[config.mk]
export PLATFORM = sky130hd
export DESIGN_NAME = jump_resolve_ctrl_flat
export DESIGN_NICKNAME = d
export VERILOG_FILES = /design/src/rtl/jump_resolve_ctrl_if.sv /design/src/rtl/jump_resolve_ctrl.sv /design/src/flat_wrapper.sv
export SDC_FILE = /design/constraint.sdc
export NUM_CORES = 1
export LEC_CHECK = 0
export BUFFER_PORTS_ARGS = -buffer_cell sky130_fd_sc_hd__buf_2
export CAP_MARGIN = 20
export CORE_MARGIN = 3
export CORE_UTILIZATION = 44
export DETAILED_ROUTE_END_ITERATION = 7
export PLACE_DENSITY = 0.82
export SLEW_MARGIN = 20
export SYNTH_ARGS = -nofsm -noshare
export SYNTH_HDL_FRONTEND = slang
export SYNTH_SLANG_ARGS = --single-unit
[constraint.sdc]
create_clock -name clk -period 1.9 [get_ports clk]
set_clock_uncertainty 0.15 [all_clocks]
set_input_delay 0.095 -clock clk [delete_from_list [all_inputs] [get_ports clk]]
set_output_delay 0.095 -clock clk [all_outputs]
set_load 0.1 [all_outputs]
[src/rtl/jump_resolve_ctrl_if.sv]
// Handshake and data bundle between the issue stage, jump FU, redirect logic and writeback.
// The slave modport is the controller side, and the master modport is its environment.
interface jump_resolve_ctrl_if;
  logic        issue_valid;
  logic        issue_ready;
  logic        issue_is_branch;
  logic [4:0]  issue_rd;
  logic        fu_en;
  logic        fu_finish;
  logic        fu_cmp_res;
  logic [31:0] fu_pc_jump;
  logic [31:0] fu_pc_wb;
  logic        kill;
  logic        redirect_valid;
  logic [31:0] redirect_pc;
  logic        flush;
  logic        misalign;
  logic        wb_valid;
  logic        wb_ready;
  logic [4:0]  wb_rd;
  logic [31:0] wb_data;
  logic        busy;
  logic        timeout_err;

  modport slave (
    input  issue_valid, issue_is_branch, issue_rd,
    input  fu_finish, fu_cmp_res, fu_pc_jump, fu_pc_wb,
    input  kill, wb_ready,
    output issue_ready, fu_en, redirect_valid, redirect_pc, flush, misalign,
    output wb_valid, wb_rd, wb_data, busy, timeout_err
  );

  modport master (
    output issue_valid, issue_is_branch, issue_rd,
    output fu_finish, fu_cmp_res, fu_pc_jump, fu_pc_wb,
    output kill, wb_ready,
    input  issue_ready, fu_en, redirect_valid, redirect_pc, flush, misalign,
    input  wb_valid, wb_rd, wb_data, busy, timeout_err
  );
endinterface

[src/rtl/jump_resolve_ctrl.sv]
// Jump/branch resolve sequencer: accept, one-cycle fu_en, redirect 2 cycles after accept+1, wb from accept+4.
// One jump in flight; issue_ready only in IDLE, and the writeback holds until wb_ready.
module jump_resolve_ctrl #(
  parameter int TIMEOUT = 8
) (
  input  logic clk,
  input  logic rst_n,
  jump_resolve_ctrl_if.slave jif
);

  localparam logic [2:0] IDLE    = 3'd0;
  localparam logic [2:0] START   = 3'd1;
  localparam logic [2:0] WAIT    = 3'd2;
  localparam logic [2:0] RESOLVE = 3'd3;
  localparam logic [2:0] WB      = 3'd4;

  localparam int            CW   = $clog2(TIMEOUT + 1);
  localparam logic [CW-1:0] TMAX = CW'(TIMEOUT);

  logic [2:0]    state_q, state_d;
  logic [CW-1:0] cnt_q, cnt_d, cnt_inc;
  logic          err_q, err_d;
  logic          is_branch_q, is_branch_d;
  logic [4:0]    rd_q, rd_d;
  logic          cmp_q, cmp_d;
  logic [31:0]   pc_jump_q, pc_jump_d;
  logic [31:0]   pc_wb_q, pc_wb_d;
  logic          taken;
  logic          redir;

  assign cnt_inc = (cnt_q == TMAX) ? cnt_q : cnt_q + CW'(1);

  always_comb begin
    state_d     = state_q;
    cnt_d       = cnt_q;
    err_d       = err_q;
    is_branch_d = is_branch_q;
    rd_d        = rd_q;
    cmp_d       = cmp_q;
    pc_jump_d   = pc_jump_q;
    pc_wb_d     = pc_wb_q;
    case (state_q)
      IDLE: begin
        if (jif.issue_valid) begin
          state_d     = START;
          is_branch_d = jif.issue_is_branch;
          rd_d        = jif.issue_rd;
        end
      end
      START: begin
        cnt_d   = '0;
        state_d = jif.kill ? IDLE : WAIT;
      end
      WAIT: begin
        // kill beats a simultaneous finish, so nothing is captured in that case
        if (jif.kill) begin
          state_d = IDLE;
        end else if (jif.fu_finish) begin
          state_d   = RESOLVE;
          cmp_d     = jif.fu_cmp_res;
          pc_jump_d = jif.fu_pc_jump;
          pc_wb_d   = jif.fu_pc_wb;
        end else begin
          cnt_d = cnt_inc;
          if (cnt_inc == TMAX) begin
            state_d = IDLE;
            err_d   = 1'b1;
          end
        end
      end
      RESOLVE: begin
        if (jif.kill) begin
          state_d = IDLE;
        end else if (!is_branch_q && (rd_q != 5'd0)) begin
          state_d = WB;
        end else begin
          state_d = IDLE;
        end
      end
      WB: begin
        if (jif.wb_ready) state_d = IDLE;
      end
      default: state_d = IDLE;
    endcase
  end

  always_ff @(posedge clk or negedge rst_n) begin
    if (!rst_n) begin
      state_q     <= IDLE;
      cnt_q       <= '0;
      err_q       <= 1'b0;
      is_branch_q <= 1'b0;
      rd_q        <= 5'd0;
      cmp_q       <= 1'b0;
      pc_jump_q   <= 32'd0;
      pc_wb_q     <= 32'd0;
    end else begin
      state_q     <= state_d;
      cnt_q       <= cnt_d;
      err_q       <= err_d;
      is_branch_q <= is_branch_d;
      rd_q        <= rd_d;
      cmp_q       <= cmp_d;
      pc_jump_q   <= pc_jump_d;
      pc_wb_q     <= pc_wb_d;
    end
  end

  assign taken = ~is_branch_q | cmp_q;
  assign redir = (state_q == RESOLVE) & taken & ~jif.kill;

  // ready is gated by rst_n so it stays low while reset is held
  assign jif.issue_ready    = (state_q == IDLE) & rst_n;
  assign jif.fu_en          = (state_q == START) & ~jif.kill;
  assign jif.redirect_valid = redir;
  assign jif.flush          = redir;
  assign jif.redirect_pc    = redir ? {pc_jump_q[31:1], 1'b0} : 32'd0;
  assign jif.misalign       = redir & pc_jump_q[1];
  assign jif.wb_valid       = (state_q == WB);
  assign jif.wb_rd          = (state_q == WB) ? rd_q : 5'd0;
  assign jif.wb_data        = (state_q == WB) ? pc_wb_q : 32'd0;
  assign jif.busy           = (state_q != IDLE);
  assign jif.timeout_err    = err_q;

endmodule

[src/flat_wrapper.sv]
// flat-port wrapper written by rule: the top's interface ports become plain ports
module jump_resolve_ctrl_flat 
#(
  parameter int TIMEOUT = 8
)
  (clk, rst_n, jif_issue_valid, jif_issue_is_branch, jif_issue_rd, jif_fu_finish, jif_fu_cmp_res, jif_fu_pc_jump, jif_fu_pc_wb, jif_kill, jif_wb_ready, jif_issue_ready, jif_fu_en, jif_redirect_valid, jif_redirect_pc, jif_flush, jif_misalign, jif_wb_valid, jif_wb_rd, jif_wb_data, jif_busy, jif_timeout_err);
  jump_resolve_ctrl_if jif_i ();
  input  logic clk;
  input  logic rst_n;
  input wire logic [$bits(jif_i.issue_valid)-1:0] jif_issue_valid;
  input wire logic [$bits(jif_i.issue_is_branch)-1:0] jif_issue_is_branch;
  input wire logic [$bits(jif_i.issue_rd)-1:0] jif_issue_rd;
  input wire logic [$bits(jif_i.fu_finish)-1:0] jif_fu_finish;
  input wire logic [$bits(jif_i.fu_cmp_res)-1:0] jif_fu_cmp_res;
  input wire logic [$bits(jif_i.fu_pc_jump)-1:0] jif_fu_pc_jump;
  input wire logic [$bits(jif_i.fu_pc_wb)-1:0] jif_fu_pc_wb;
  input wire logic [$bits(jif_i.kill)-1:0] jif_kill;
  input wire logic [$bits(jif_i.wb_ready)-1:0] jif_wb_ready;
  output wire logic [$bits(jif_i.issue_ready)-1:0] jif_issue_ready;
  output wire logic [$bits(jif_i.fu_en)-1:0] jif_fu_en;
  output wire logic [$bits(jif_i.redirect_valid)-1:0] jif_redirect_valid;
  output wire logic [$bits(jif_i.redirect_pc)-1:0] jif_redirect_pc;
  output wire logic [$bits(jif_i.flush)-1:0] jif_flush;
  output wire logic [$bits(jif_i.misalign)-1:0] jif_misalign;
  output wire logic [$bits(jif_i.wb_valid)-1:0] jif_wb_valid;
  output wire logic [$bits(jif_i.wb_rd)-1:0] jif_wb_rd;
  output wire logic [$bits(jif_i.wb_data)-1:0] jif_wb_data;
  output wire logic [$bits(jif_i.busy)-1:0] jif_busy;
  output wire logic [$bits(jif_i.timeout_err)-1:0] jif_timeout_err;
  assign jif_i.issue_valid = jif_issue_valid;
  assign jif_i.issue_is_branch = jif_issue_is_branch;
  assign jif_i.issue_rd = jif_issue_rd;
  assign jif_i.fu_finish = jif_fu_finish;
  assign jif_i.fu_cmp_res = jif_fu_cmp_res;
  assign jif_i.fu_pc_jump = jif_fu_pc_jump;
  assign jif_i.fu_pc_wb = jif_fu_pc_wb;
  assign jif_i.kill = jif_kill;
  assign jif_i.wb_ready = jif_wb_ready;
  assign jif_issue_ready = jif_i.issue_ready;
  assign jif_fu_en = jif_i.fu_en;
  assign jif_redirect_valid = jif_i.redirect_valid;
  assign jif_redirect_pc = jif_i.redirect_pc;
  assign jif_flush = jif_i.flush;
  assign jif_misalign = jif_i.misalign;
  assign jif_wb_valid = jif_i.wb_valid;
  assign jif_wb_rd = jif_i.wb_rd;
  assign jif_wb_data = jif_i.wb_data;
  assign jif_busy = jif_i.busy;
  assign jif_timeout_err = jif_i.timeout_err;
  jump_resolve_ctrl #(.TIMEOUT(TIMEOUT)) u_core (.clk(clk), .rst_n(rst_n), .jif(jif_i));
endmodule
==> run metrics <==
DIE WIDTH=99.0 µm; Seq/Total Area, Yosys=51.3%; gate count of the mapped netlist=285; crit path max-delay cell type=dfrtp_2; hold_ws=126 ps; Pwr Density=950 mW/mm²; Max rail drop VDD=0.000727 V; gr usage total=30.9%; Net count, final=610; ys async rst share=100%; number of flops mapped to enable cells by yosys=0; Die Y=99.0 µm; CP Data Arrival Time=1890 ps; Initial DRC Count=217; n_diodes=0; Synth Register Bits=78; Final WS setup=-237 ps; failing checks=negative setup slack; Max clock buf depth=2; top-count cell post-synth=dfrtp_1; I/O pins=154; Area Overhead vs Synth=89.8%; CP cell instances=nor2_4 -> nand3_4 -> a21oi_4 -> buf_6 -> and2_4 -> buf_12; via/cell ratio=5.48; Comb power frac=36.3%; final worst path period share=112%; Avg Inst Size Synth=13.3 µm²; root buffer cell=clkbuf_8; hpwl dp=7080 µm; min cycle time layout=2140 ps; Largest stage delay, worst path=440 ps; final slew viol count=0; internal cell power=0.00439 W; commonest cells in the netlist=dfrtp_1, and2_1, mux2_4, mux2_2; drt first pass iters=5; Final Non-Filler Cells=641; mapped cell area=0.00380 mm²; post-synth top area cell=dfrtp_1; first-pass GRT wire length=22700 µm; CP Depth=6; max_cap viols=0; Psw=0.00246 W; global route overflow=0; Residual DRC=0; final setup fails=127; H-Tree Depth=3; CP Launch Type=flop; vias in the first global route=3812; Post-Route WL=16600 µm; status=finished, violations left; largest net degree at the start of global routing=79; layout cell share with drive strength beyond 1=64.4%; port buffer count=151; Buf/Inv on CP=2; placed insts=529; kind of path behind the tightest hold check=primary input to flop; clock share of power=18.9%; Ys Warns=0; Final Wtd Congestion=0.804; top cells by area, synth=dfrtp_1, mux2_4, and2_1; post-synth cell types=36; starting density of the core=45.8%; reg2reg path depth=7; Clock Pin Slew Worst Setup and Hold Paths=90 ps; ys flop type=dfrtp_1; Hold Fails Final Rpt=0; WP data required=1650 ps; DR vias=3511; delay-heaviest family, CP=simple AND/OR/NAND/NOR gates; CTS tree=built; top cell type's share of synthesized area=51.3%; total power=0.00686 W; Clk Latency, worst-skew pair=350 ps; initial antenna violation count=0; core area=0.00830 mm²; sequential share of power=44.8%; static leakage=3.47 nW; FMAX=468 MHz; CP Capture Type=primary output; number of cells on the worst hold path=3; clock sinks=78; DR WL/cell=25.9 µm; Sw Ratio=35.9%; WS Path Type=flop to primary output; # rows=33; Post-DRT Antenna Nets=0; Die Area=0.00979 mm²; RSZ-0062 raised after global routing=yes; CTS Buf Count=9; CP max FO=8; Syn Nets=364
-- power by group through the flow --
stage	Sequential, W	Combinational, W	Clock, W
2_1_floorplan	0.00269	0.00158	0
5_1_grt	0.00311	0.00259	0.00138
6_report	0.00307	0.00249	0.00130
3_3_place_gp	0.00278	0.00198	0
4_1_cts	0.00287	0.00226	0.00126
3_5_place_dp	0.00284	0.00207	0
-- layout by cell type (no fill, tap or decap), types with 2 or more instances in the layout --
cell,count
buf_12,77
buf_2,75
dfrtp_1,75
dlygate4sd3_1,73
and2_4,68
mux2_4,49
mux2_2,21
buf_4,15
clkbuf_8,9
inv_1,6
buf_6,6
nor2_1,5
nand3_1,4
clkbuf_16,3
buf_8,3
dfrtp_2,3
nor2b_1,2
and2_1,2
nand2_1,2
a21oi_1,2
a22o_1,2
nand2b_1,2
a21o_1,2
ha_1,2
clkinv_2,2
clkinvlp_4,2
buf_16,2
-- kinds of logic after synthesis --
family / share of synthesized area (%)
adders and majority gates: 0.658
other: 0.0986
DFF: 51.3
and+or+nand+nor: 15.5
xor gates and xnor gates: 0.230
AOI/OAI and AO/OA: 2.40
buffers and inverters: 3.98
muxes: 25.8
-- cell type report --
class                   count  area [µm²]
repair buffers            254        3000
flip-flops and latches     78        1960
clock inverters             7        72.6
well taps                 105         131
clock buffers               9         124
inverters                   6        22.5
multi-input cells         182        1910
fillers                   331        1080
-- metal layers --
metal  vias to the layer above  GRT usage (%)  routed length [µm]
met4                         0           9.14                 775
met1                      1768           35.7                6090
met3                        60           8.28                1330
li1                       1438              -                   -
met2                       245           55.7                8380
met5                         -              0                   0
-- flip-flops by register name, indices dropped and copies added, names as in the netlist --
name,count
u_core.pc_wb_q,32
u_core.pc_jump_q,31
u_core.cnt_q,4
u_core.is_branch_q,1
u_core.state_q,3
u_core.rd_q,5
u_core.jif.timeout_err,1
u_core.cmp_q,1
-- stage by stage --
stage / worst slack (ps) / util (%) / TNS, ps / cell area (µm²)
2_1_floorplan: -44.3 / - / -44.3 / 3890
3_3_place_gp: 181 / 70.6 / 0 / 5860
3_5_place_dp: 122 / 70.6 / 0 / 5860
4_1_cts: -176 / 84.9 / -6780 / 7050
5_1_grt: -274 / 87.0 / -17990 / 7220
6_report: -237 / 87.0 / -14470 / 7220
-- worst reg2reg max path: stages (launching register included) --
cell and delay [ps]:
dfrtp_2 440, nor2_4 180, buf_4 130, buf_4 110
nand4b_1 120, buf_6 170, buf_12 190, mux2_4 340
-- timing repair --
item,4_1_cts,5_1_grt
pin swaps,15,11
setup buffers,10,12
cloned,5,3
endpoints found under the setup margin,70,83
endpoints found under the hold margin,150,0
resized for setup,54,39
hold buffers,73,0
-- final timing paths --
| check | startpoint | end | slack (ps) |
|---|---|---|---|
| min reg2reg | u_core.jif.timeout_err$_DFFE_PN0P_ | u_core.jif.timeout_err$_DFFE_PN0P_ | 340 |
| max reg2reg | u_core.state_q[2]$_DFFE_PN0P_ | u_core.pc_wb_q[25]$_DFFE_PN0P_ | -60 |
| max in group asynchronous | rst_n | u_core.state_q[1]$_DFFE_PN0P_ | 1030 |
| max | u_core.state_q[2]$_DFFE_PN0P_ | jif_redirect_pc[17] | -240 |
| min | jif_issue_valid | u_core.state_q[0]$_DFFE_PN0P_ | 130 |
| min in group asynchronous | rst_n | u_core.pc_jump_q[14]$_DFFE_PN0P_ | 220 |
(Power assumes the default switching activity.)
